### config.mk
export PLATFORM = sky130hd
export DESIGN_NAME = fft_ctrl_flat
export DESIGN_NICKNAME = d
export VERILOG_FILES = /design/src/rtl/fft_pkg.sv /design/src/rtl/fft_ctrl_if.sv /design/src/rtl/fft_ctrl_dly.sv /design/src/rtl/fft_ctrl.sv /design/src/flat_wrapper.sv
export SDC_FILE = /design/constraint.sdc
export NUM_CORES = 1
export LEC_CHECK = 0
export CORE_MARGIN = 2
export CORE_UTILIZATION = 53
export DETAILED_ROUTE_END_ITERATION = 12
export PLACE_DENSITY = 0.85
export SYNTH_ARGS = -nofsm -noshare
export SYNTH_HDL_FRONTEND = slang
export SYNTH_SLANG_ARGS = --single-unit
### constraint.sdc
create_clock -name clk -period 2.8 [get_ports clk]
set_input_delay 0.42 -clock clk [delete_from_list [all_inputs] [get_ports clk]]
set_output_delay 0.42 -clock clk [all_outputs]
set_load 0.02 [all_outputs]
### src/rtl/fft_pkg.sv
// Shared definitions for the 64-point radix-8 FFT sequencer: FSM states,
// transform geometry and the butterfly slot record carried down the
// write-back delay line.
package fft_pkg;

    typedef enum logic [2:0] {
        IDLE = 3'd0,
        STG0 = 3'd1,
        DRN0 = 3'd2,
        STG1 = 3'd3,
        DRN1 = 3'd4,
        DONE = 3'd5
    } fft_state_t;

    localparam int FFT_N            = 64;
    localparam int FFT_RADIX        = 8;
    localparam int FFT_BFLY_PER_STG = 8;

    typedef struct packed {
        logic       vld;
        logic [0:0] stg;
        logic [2:0] idx;
    } fft_slot_t;

endpackage

### src/rtl/fft_ctrl_if.sv
// Handshake bundle between the FFT sequencer and its surroundings: the
// start/hold controls, status flags, the issue port feeding the twiddle
// generator and read port, and the write-back strobes.
interface fft_ctrl_if;

    logic       start;
    logic       hold;
    logic       busy;
    logic       done;
    logic       iss_vld;
    logic       iss_stg;
    logic [2:0] iss_idx;
    logic       wr_vld;
    logic       wr_stg;
    logic [2:0] wr_idx;

    modport master (
        input  start, hold,
        output busy, done, iss_vld, iss_stg, iss_idx, wr_vld, wr_stg, wr_idx
    );

    modport slave (
        output start, hold,
        input  busy, done, iss_vld, iss_stg, iss_idx, wr_vld, wr_stg, wr_idx
    );

endinterface

### src/rtl/fft_ctrl_dly.sv
// Fixed-latency delay line that follows each issued butterfly slot through
// the twiddle register and butterfly pipeline so it reappears as a
// write-back strobe exactly FFT_LAT cycles later.
module fft_ctrl_dly
    import fft_pkg::*;
#(
    parameter int FFT_LAT = 4
) (
    input  logic      clk,
    input  logic      clr,
    input  fft_slot_t din,
    output fft_slot_t dout
);

    fft_slot_t line [FFT_LAT];

    // Shift every cycle; clearing drops all in-flight slots at once.
    always_ff @(posedge clk) begin
        if (clr) begin
            for (int i = 0; i < FFT_LAT; i++) begin
                line[i] <= '0;
            end
        end else begin
            line[0] <= din;
            for (int i = 1; i < FFT_LAT; i++) begin
                line[i] <= line[i-1];
            end
        end
    end

    assign dout = line[FFT_LAT-1];

endmodule

### src/rtl/fft_ctrl.sv
// Sequencer for the two-stage radix-8 FFT: issues the eight butterflies of
// each stage, waits for the last write-back of a stage before starting the
// next (in-place memory), and pulses done when stage 1 has fully landed.
module fft_ctrl
    import fft_pkg::*;
#(
    parameter int FFT_LAT     = 4,
    parameter int FFT_NUM_STG = 2
) (
    input  logic      clk,
    input  logic      rst,
    fft_ctrl_if.master bus
);

    localparam logic [2:0] LAST_IDX = 3'(FFT_BFLY_PER_STG - 1);
    localparam logic       LAST_STG = 1'(FFT_NUM_STG - 1);

    fft_state_t state;
    logic [2:0] cnt;
    logic       issuing;
    logic       issue;
    logic       cur_stg;
    logic       last_wr_stg0;
    logic       last_wr_stg1;
    fft_slot_t  iss_slot;
    fft_slot_t  wr_slot;

    assign issuing = (state == STG0) || (state == STG1);
    assign issue   = issuing && !bus.hold;
    assign cur_stg = (state == STG1) || (state == DRN1);

    assign last_wr_stg0 = wr_slot.vld && (wr_slot.stg == 1'b0)     && (wr_slot.idx == LAST_IDX);
    assign last_wr_stg1 = wr_slot.vld && (wr_slot.stg == LAST_STG) && (wr_slot.idx == LAST_IDX);

    // Main sequencer: issue counter advances only on real issues and wraps
    // to 0 after the last butterfly of a stage.
    always_ff @(posedge clk) begin
        if (rst) begin
            state <= IDLE;
            cnt   <= 3'd0;
        end else begin
            case (state)
                IDLE: begin
                    if (bus.start) state <= STG0;
                end
                STG0: begin
                    if (issue) begin
                        cnt <= cnt + 3'd1;
                        if (cnt == LAST_IDX) state <= DRN0;
                    end
                end
                DRN0: begin
                    if (last_wr_stg0) state <= STG1;
                end
                STG1: begin
                    if (issue) begin
                        cnt <= cnt + 3'd1;
                        if (cnt == LAST_IDX) state <= DRN1;
                    end
                end
                DRN1: begin
                    if (last_wr_stg1) state <= DONE;
                end
                DONE: begin
                    state <= IDLE;
                end
                default: begin
                    state <= IDLE;
                    cnt   <= 3'd0;
                end
            endcase
        end
    end

    assign iss_slot = '{vld: issue, stg: cur_stg, idx: cnt};

    fft_ctrl_dly #(
        .FFT_LAT (FFT_LAT)
    ) u_dly (
        .clk  (clk),
        .clr  (rst),
        .din  (iss_slot),
        .dout (wr_slot)
    );

    assign bus.busy    = (state != IDLE);
    assign bus.done    = (state == DONE);
    assign bus.iss_vld = issue;
    assign bus.iss_stg = cur_stg;
    assign bus.iss_idx = cnt;
    assign bus.wr_vld  = wr_slot.vld;
    assign bus.wr_stg  = wr_slot.stg;
    assign bus.wr_idx  = wr_slot.idx;

endmodule

### src/flat_wrapper.sv
// flat-port wrapper written by rule: the top's interface ports become plain ports
module fft_ctrl_flat import fft_pkg::*;
#(
    parameter int FFT_LAT     = 4,
    parameter int FFT_NUM_STG = 2
)
  (clk, rst, bus_start, bus_hold, bus_busy, bus_done, bus_iss_vld, bus_iss_stg, bus_iss_idx, bus_wr_vld, bus_wr_stg, bus_wr_idx);
  fft_ctrl_if bus_i ();
  input  logic clk;
  input  logic rst;
  input wire logic [$bits(bus_i.start)-1:0] bus_start;
  input wire logic [$bits(bus_i.hold)-1:0] bus_hold;
  output wire logic [$bits(bus_i.busy)-1:0] bus_busy;
  output wire logic [$bits(bus_i.done)-1:0] bus_done;
  output wire logic [$bits(bus_i.iss_vld)-1:0] bus_iss_vld;
  output wire logic [$bits(bus_i.iss_stg)-1:0] bus_iss_stg;
  output wire logic [$bits(bus_i.iss_idx)-1:0] bus_iss_idx;
  output wire logic [$bits(bus_i.wr_vld)-1:0] bus_wr_vld;
  output wire logic [$bits(bus_i.wr_stg)-1:0] bus_wr_stg;
  output wire logic [$bits(bus_i.wr_idx)-1:0] bus_wr_idx;
  assign bus_i.start = bus_start;
  assign bus_i.hold = bus_hold;
  assign bus_busy = bus_i.busy;
  assign bus_done = bus_i.done;
  assign bus_iss_vld = bus_i.iss_vld;
  assign bus_iss_stg = bus_i.iss_stg;
  assign bus_iss_idx = bus_i.iss_idx;
  assign bus_wr_vld = bus_i.wr_vld;
  assign bus_wr_stg = bus_i.wr_stg;
  assign bus_wr_idx = bus_i.wr_idx;
  fft_ctrl #(.FFT_LAT(FFT_LAT), .FFT_NUM_STG(FFT_NUM_STG)) u_core (.clk(clk), .rst(rst), .bus(bus_i));
endmodule
==> metrics.csv, run 1 <==
stage,metric,value,unit
global_route,vias in the first global route,561,
layout,multi-input logic area,347,um^2
drt,Detailed Routing Iterations Pass 1,4,
pwr,Clock power frac,37.0,%
synth,yosys warns,0,
cts,CTS tree,built,
floorplanning,Rows,14,
layout,Non-Filler Instances,117,
pwr,Cell Pwr Density,602,nW/um^2
drt,DRC viols,0,
pwr,sequential share of power,57.4,%
job,max-cap violation count,0,
synth,Netlist Area Pre-Place,905,um^2
drt,remaining antenna violation count,0,
pwr,total power,0.661,mW
setup_path,CP cell instances,nor2b_1 > nand2_1 > nand2_1 > clkdlybuf4s50_1,
placed_design,Placed Cells,113,
setup_path,Worst Setup End Kind,output port,
timing,Final period util,81.0,%
layout,Ant. Diodes,0,
setup_path,Worst EP arrival,1850,ps
setup_path,CP max stage delay,590,ps
layout,cell area after layout,1100,um^2
global_route,largest net degree at the start of global routing,16,
placed_design,Final GP Congestion,0.794,
setup_path,Worst Path Required,2380,ps
pwr,Comb pwr share,5.6,%
timing,Total Neg Setup Slack,0,ps
setup_path,cell mode on critical path,nand2_1,
drt,vias,597,
drt,Routed WL,1290,um
pwr,Pint,0.539,mW
placed_design,post-DP HPWL,876,um
layout,proportion of layout cells with a drive suffix above 1,9.90,%
cts,"Clk pin slew, worst setup/hold paths",130,ps
pwr,leakage power,0.425,nW
setup_path,r2r endpoint,u_core.state[0],
timing,Final Hold Vio Count,0,
floorplanning,Die ar.,2050,um^2
run_status,status,completed,
cts,clk sink count,26,
pwr,maximum VDD drop,330,uV
timing,final hold slack,448,ps
min_path,worst min path class,register to register,
cts,htree depth,1,
timing,setup violators final,0,
floorplanning,chip width,45.3,um
setup_path,worst setup path endpoint,bus_iss_stg,
layout,FF/Latch Area,520,um^2
cts,Clock Latency Late Sink,300,ps
cts,CTS Buf Count,3,
setup_path,R2R cell count,6,
synth,post-synthesis net count,91,
timing,post-route clock skew,2.01,ps
setup_path,worst-path fanout max,9,
timing,worst-margin pin slew,399,ps
placed_design,# port buffers,15,
timing,Max Slew Vio Count,0,
pwr,Switching Share,18.5,%
floorplanning,die extent in y,45.3,um
synth,Netlist cell types,23,
drt,Iteration-0 DRC Markers,8,
global_route,global-route wire length before repair,2330,um
floorplanning,Core ar.,1560,um^2
floorplanning,IO Pins,16,
timing,RSZ-0062 raised after global routing,no,
global_route,initial antenna violation count,0,
setup_path,CP Launch Point,u_core.state[0],
synth,"FF+latch count, synth",26,
global_route,Overall Global Routing Usage,15.9,%
global_route,total gr overflow,0,
setup_path,reg2reg setup slack,1260,ps
layout,NumNets Final,108,
cts,hold buffer count at CTS,0,
synth,register area share after synthesis,57.5,%
setup_path,Worst setup SP type,register,
timing,Max-slew headroom,73.3,%
synth,"Avg Cell Area, Syn",10.6,um^2
layout,Fill cells,117,
cts,CTS max path bufs,2,
setup_path,crit path kind,register to output port,
cts,post-CTS setup buffers,0,
drt,WL per Instance,11.0,um
drt,routed vias/inst,5.10,
synth,Synth Instances,85,
floorplanning,initial core utilization,58.0,%
cts,post-CTS sizing,0,
placed_design,placed standard-cell area,1040,um^2
pwr,sw power,0.122,mW
timing,fin crit period,2270,ps
setup_path,Worst path slowest cell,clkdlybuf4s50_1,
setup_path,reg2reg start,u_core.bus.iss_idx[0],
timing,Fmax achieved,441,MHz
layout,area grow syn2layout,21.3,%
cts,root buf cell,clkbuf_4,
==> layer usage <==
metal | up-vias | wire length, um | global-route usage (%) | share of wire, %
met5 | - | 0 | 0 | 0
li1 | 312 | - | - | -
met2 | 12 | 654 | 26.6 | 51
met1 | 271 | 561 | 18.9 | 44
met4 | 0 | 6 | 7.06 | 0.47
met3 | 2 | 65 | 4.40 | 5.0
==> layout make-up <==
type	instances	share of cell area [%]
clock inverters	1	2.74
clock buffers	3	2.05
multi-input cells	55	31.6
flip-flops and latches	26	47.4
well taps	16	1.82
repair buffers	16	14.4
==> power by group through the flow <==
stage / Combinational [mW] / Clock (mW) / Sequential, mW
final: 0.0372 / 0.244 / 0.379
after global routing: 0.0414 / 0.271 / 0.380
after floorplan: 0.0267 / 0 / 0.386
after global placement: 0.0369 / 0 / 0.387
after detailed placement: 0.0376 / 0 / 0.388
after CTS: 0.0378 / 0.253 / 0.380
==> state kept, by name (all words and copies together), names as in the netlist <==
signal	count
u_core.bus.iss_idx	3
u_core.state	3
u_core.u_dly.line	20
==> worst max-delay path: cells and delay by family, from the launching register on <==
family | cells | cell delay, ps
flip-flops | 1 | 520
AND/OR/NAND/NOR | 3 | 440
buffers and inverters | 1 | 590
==> logic make-up after synthesis <==
group           Yosys count  synth area share, %
flops                    26                 57.5
simple gates             45                 29.9
fa+ha+maj                 2                 2.77
compound gates            6                 3.60
xor+xnor                  1                0.968
buf+inv                   4                 4.15
mux                       1                 1.11
==> worst min path at each step <==
stage,from,to,slack [ps],depth (start not counted)
after floorplan,u_core.u_dly.line[0][0],u_core.u_dly.line[1][0],410,1
after global placement,u_core.u_dly.line[0][0],u_core.u_dly.line[1][0],420,1
after detailed placement,u_core.u_dly.line[0][4],u_core.u_dly.line[1][4],420,1
after CTS,u_core.u_dly.line[2][4],u_core.u_dly.line[3][4],450,1
after global routing,u_core.u_dly.line[0][2],u_core.u_dly.line[1][2],460,1
final,u_core.u_dly.line[2][0],u_core.u_dly.line[3][0],450,1
==> cells in the mapped netlist <==
library cell,instances,area share [%]
a21oi_1,3,1.7
and2b_2,1,0.97
buf_6,3,3.7
clkbuf_1,1,0.41
dfxtp_1,26,58
ha_1,2,2.8
mux2i_1,1,1.1
nand2_1,8,3.3
nand2_2,1,0.69
nand3_1,1,0.55
nand4_1,1,0.69
nor2_1,3,1.2
nor2_4,1,1.2
nor2b_1,22,15
nor3_1,2,1.1
nor3b_1,1,0.83
nor3b_2,1,1.4
nor4_1,1,0.69
o21ai_0,2,1.1
o31ai_1,1,0.83
or3_2,1,0.83
or4b_1,1,1.1
xor2_1,1,0.97
==> cells in the final DEF, fill, tap and decap left out, types with 2 or more instances in the layout <==
cell type / n
nand2_1: 8
clkdlybuf4s50_1: 15
ha_1: 2
nor3_1: 2
o21ai_0: 2
a21oi_1: 3
nor2_1: 3
dfxtp_1: 26
clkbuf_4: 3
nor2b_1: 22
==> metrics by stage <==
step	util [%]	setup slack (ps)
after floorplan	-	1270
after global placement	67.0	650
after detailed placement	67.0	636
after CTS	70.4	514
after global routing	70.4	378
final	70.4	532
(Power assumes the default switching activity.)
==> inputs of run 2 (changes only) <==
Settings changed: CORE_UTILIZATION 53 to 44, PLACE_DENSITY 0.85 to 0.76.
Clock period 2.8 ns to 1.8 ns, I/O delays scaled along.
==> run 2 against run 1 <==
Compared with the run above:
- critical path depth is 2 lower
- die area grew 19%
- first-iteration DRC count is 88% lower
- non-clock buffer count increased by 4
- clock power rose by 61%
- via count up 1.7%
- critical path type unchanged
==> metrics.csv, run 2 (synthesis results as in run 1) <==
stage,metric,value,unit
layout,NumNets Final,112,
layout,Ant. Diodes,0,
setup_path,Worst setup SP type,register,
drt,Iteration-0 DRC Markers,1,
cts,Clock Latency Late Sink,320,ps
min_path,hold path depth,1,
global_route,initial antenna violation count,0,
timing,setup violators final,0,
drt,DRC viols,0,
timing,Final period util,97.4,%
floorplanning,chip width,49.3,um
placed_design,Final GP Congestion,0.695,
layout,most flop-heavy register,u_core.u_dly.line,
cts,root buf cell,clkbuf_4,
placed_design,# port buffers,15,
timing,Max Slew Vio Count,0,
cts,"Clk pin slew, worst setup/hold paths",140,ps
layout,max reg flops,20,
cts,CTS Buf Count,3,
timing,post-route clock skew,7.15,ps
pwr,leakage power,0.462,nW
drt,vias,607,
layout,fin util,58.9,%
floorplanning,Core ar.,1940,um^2
timing,final hold slack,449,ps
layout,area grow syn2layout,26.4,%
pwr,Cell Pwr Density,916,nW/um^2
placed_design,post-DP HPWL,1040,um
placed_design,Place WS,-21.2,ps
cts,CTS tree,built,
setup_path,Worst EP arrival,1480,ps
cts,htree depth,1,
timing,Max-slew headroom,76.1,%
pwr,maximum VDD drop,578,uV
global_route,Overall Global Routing Usage,13.1,%
layout,proportion of layout cells with a drive suffix above 1,17.1,%
setup_path,worst-path fanout max,5,
layout,"commonest cells after routing, fill and taps aside","dfxtp_1 (23), nor2b_1 (21), clkdlybuf4s50_1 (11)",
cts,clk sink count,26,
floorplanning,Rows,16,
floorplanning,initial core utilization,46.6,%
timing,Final Hold Vio Count,0,
global_route,total gr overflow,0,
setup_path,crit path kind,register to output port,
global_route,global-route wire length before repair,2400,um
timing,worst-margin pin slew,359,ps
drt,metal2 WL,699,um
drt,Routed WL,1460,um
timing,Final WS setup,45.9,ps
drt,routed vias/inst,4.60,
drt,remaining antenna violation count,0,
job,max-cap violation count,0,
drt,max layer used,met3,
drt,WL per Instance,11.0,um
floorplanning,die extent in y,49.3,um
global_route,vias in the first global route,560,
cts,hold buffer count at CTS,0,
setup_path,R2R cell count,6,
layout,"most common cell after layout, fill and taps aside",dfxtp_1,
drt,met1 WL,628,um
run_status,status,completed,
floorplanning,Die ar.,2430,um^2
timing,Total Neg Setup Slack,0,ps
min_path,worst min path class,register to register,
global_route,largest net degree at the start of global routing,25,
cts,CTS max path bufs,2,
layout,Fill cells,184,
setup_path,Worst Setup End Kind,output port,
setup_path,Worst Path Required,1530,ps
drt,wire length on met3,130,um
timing,Fmax achieved,570,MHz
floorplanning,IO Pins,16,
drt,Detailed Routing Iterations Pass 1,5,
timing,fin crit period,1750,ps
-- run 2: metrics by stage --
stage               power, mW  instances  area, um^2
finish                   1.05        132        1140
global route             1.10        132        1140
CTS                      1.06        132        1140
detailed placement      0.669        128        1090
global placement        0.667        128        1090
floorplan               0.642         85         905
-- run 2: path summary, 6_finish.rpt --
path / startpoint / endpoint / slack (ps)
hold reg to reg: u_core.u_dly.line[2][1] / u_core.u_dly.line[3][1] / 450
hold / removal: u_core.u_dly.line[2][1] / u_core.u_dly.line[3][1] / 450
setup / recovery: u_core.state[2] / bus_busy / 50
setup reg to reg: u_core.bus.iss_idx[0] / u_core.state[0] / 300
-- run 2: where the power goes --
| group | switching (mW) | internal, mW | total, mW |
|---|---|---|---|
| Sequential | 0.00569 | 0.583 | 0.589 |
| Clock | 0.167 | 0.225 | 0.392 |
| Combinational | 0.0326 | 0.0341 | 0.0668 |
| Total | 0.205 | 0.842 | 1.05 |
-- run 2: per-layer routing --
| metal | vias up | global-route usage, % |
|---|---|---|
| met5 | - | 0 |
| met4 | 0 | 7.14 |
| met3 | 0 | 4.91 |
| met2 | 18 | 20.5 |
| met1 | 274 | 15.3 |
| li1 | 315 | - |
-- run 2: critical path, stage by stage, from the launching register on --
cell and delay (ps):
dfxtp_2 380, or3_2 480, clkdlybuf4s15_1 310
-- run 2: cell type report --
class	instances	area, um^2	share of cell area (%)
tap	27	33.8	2.95
multi-input combinational	55	349	30.5
clock buffer	3	22.5	1.97
sequential	26	524	45.8
timing repair buffer	20	184	16.1
clock inverter	1	30.0	2.63
-- run 2: repair_timing --
action                     in CTS  in global routing
setup buffers                   0                  0
resized for setup               6                  3
setup endpoints to repair       4                  2
cloned                          0                  0
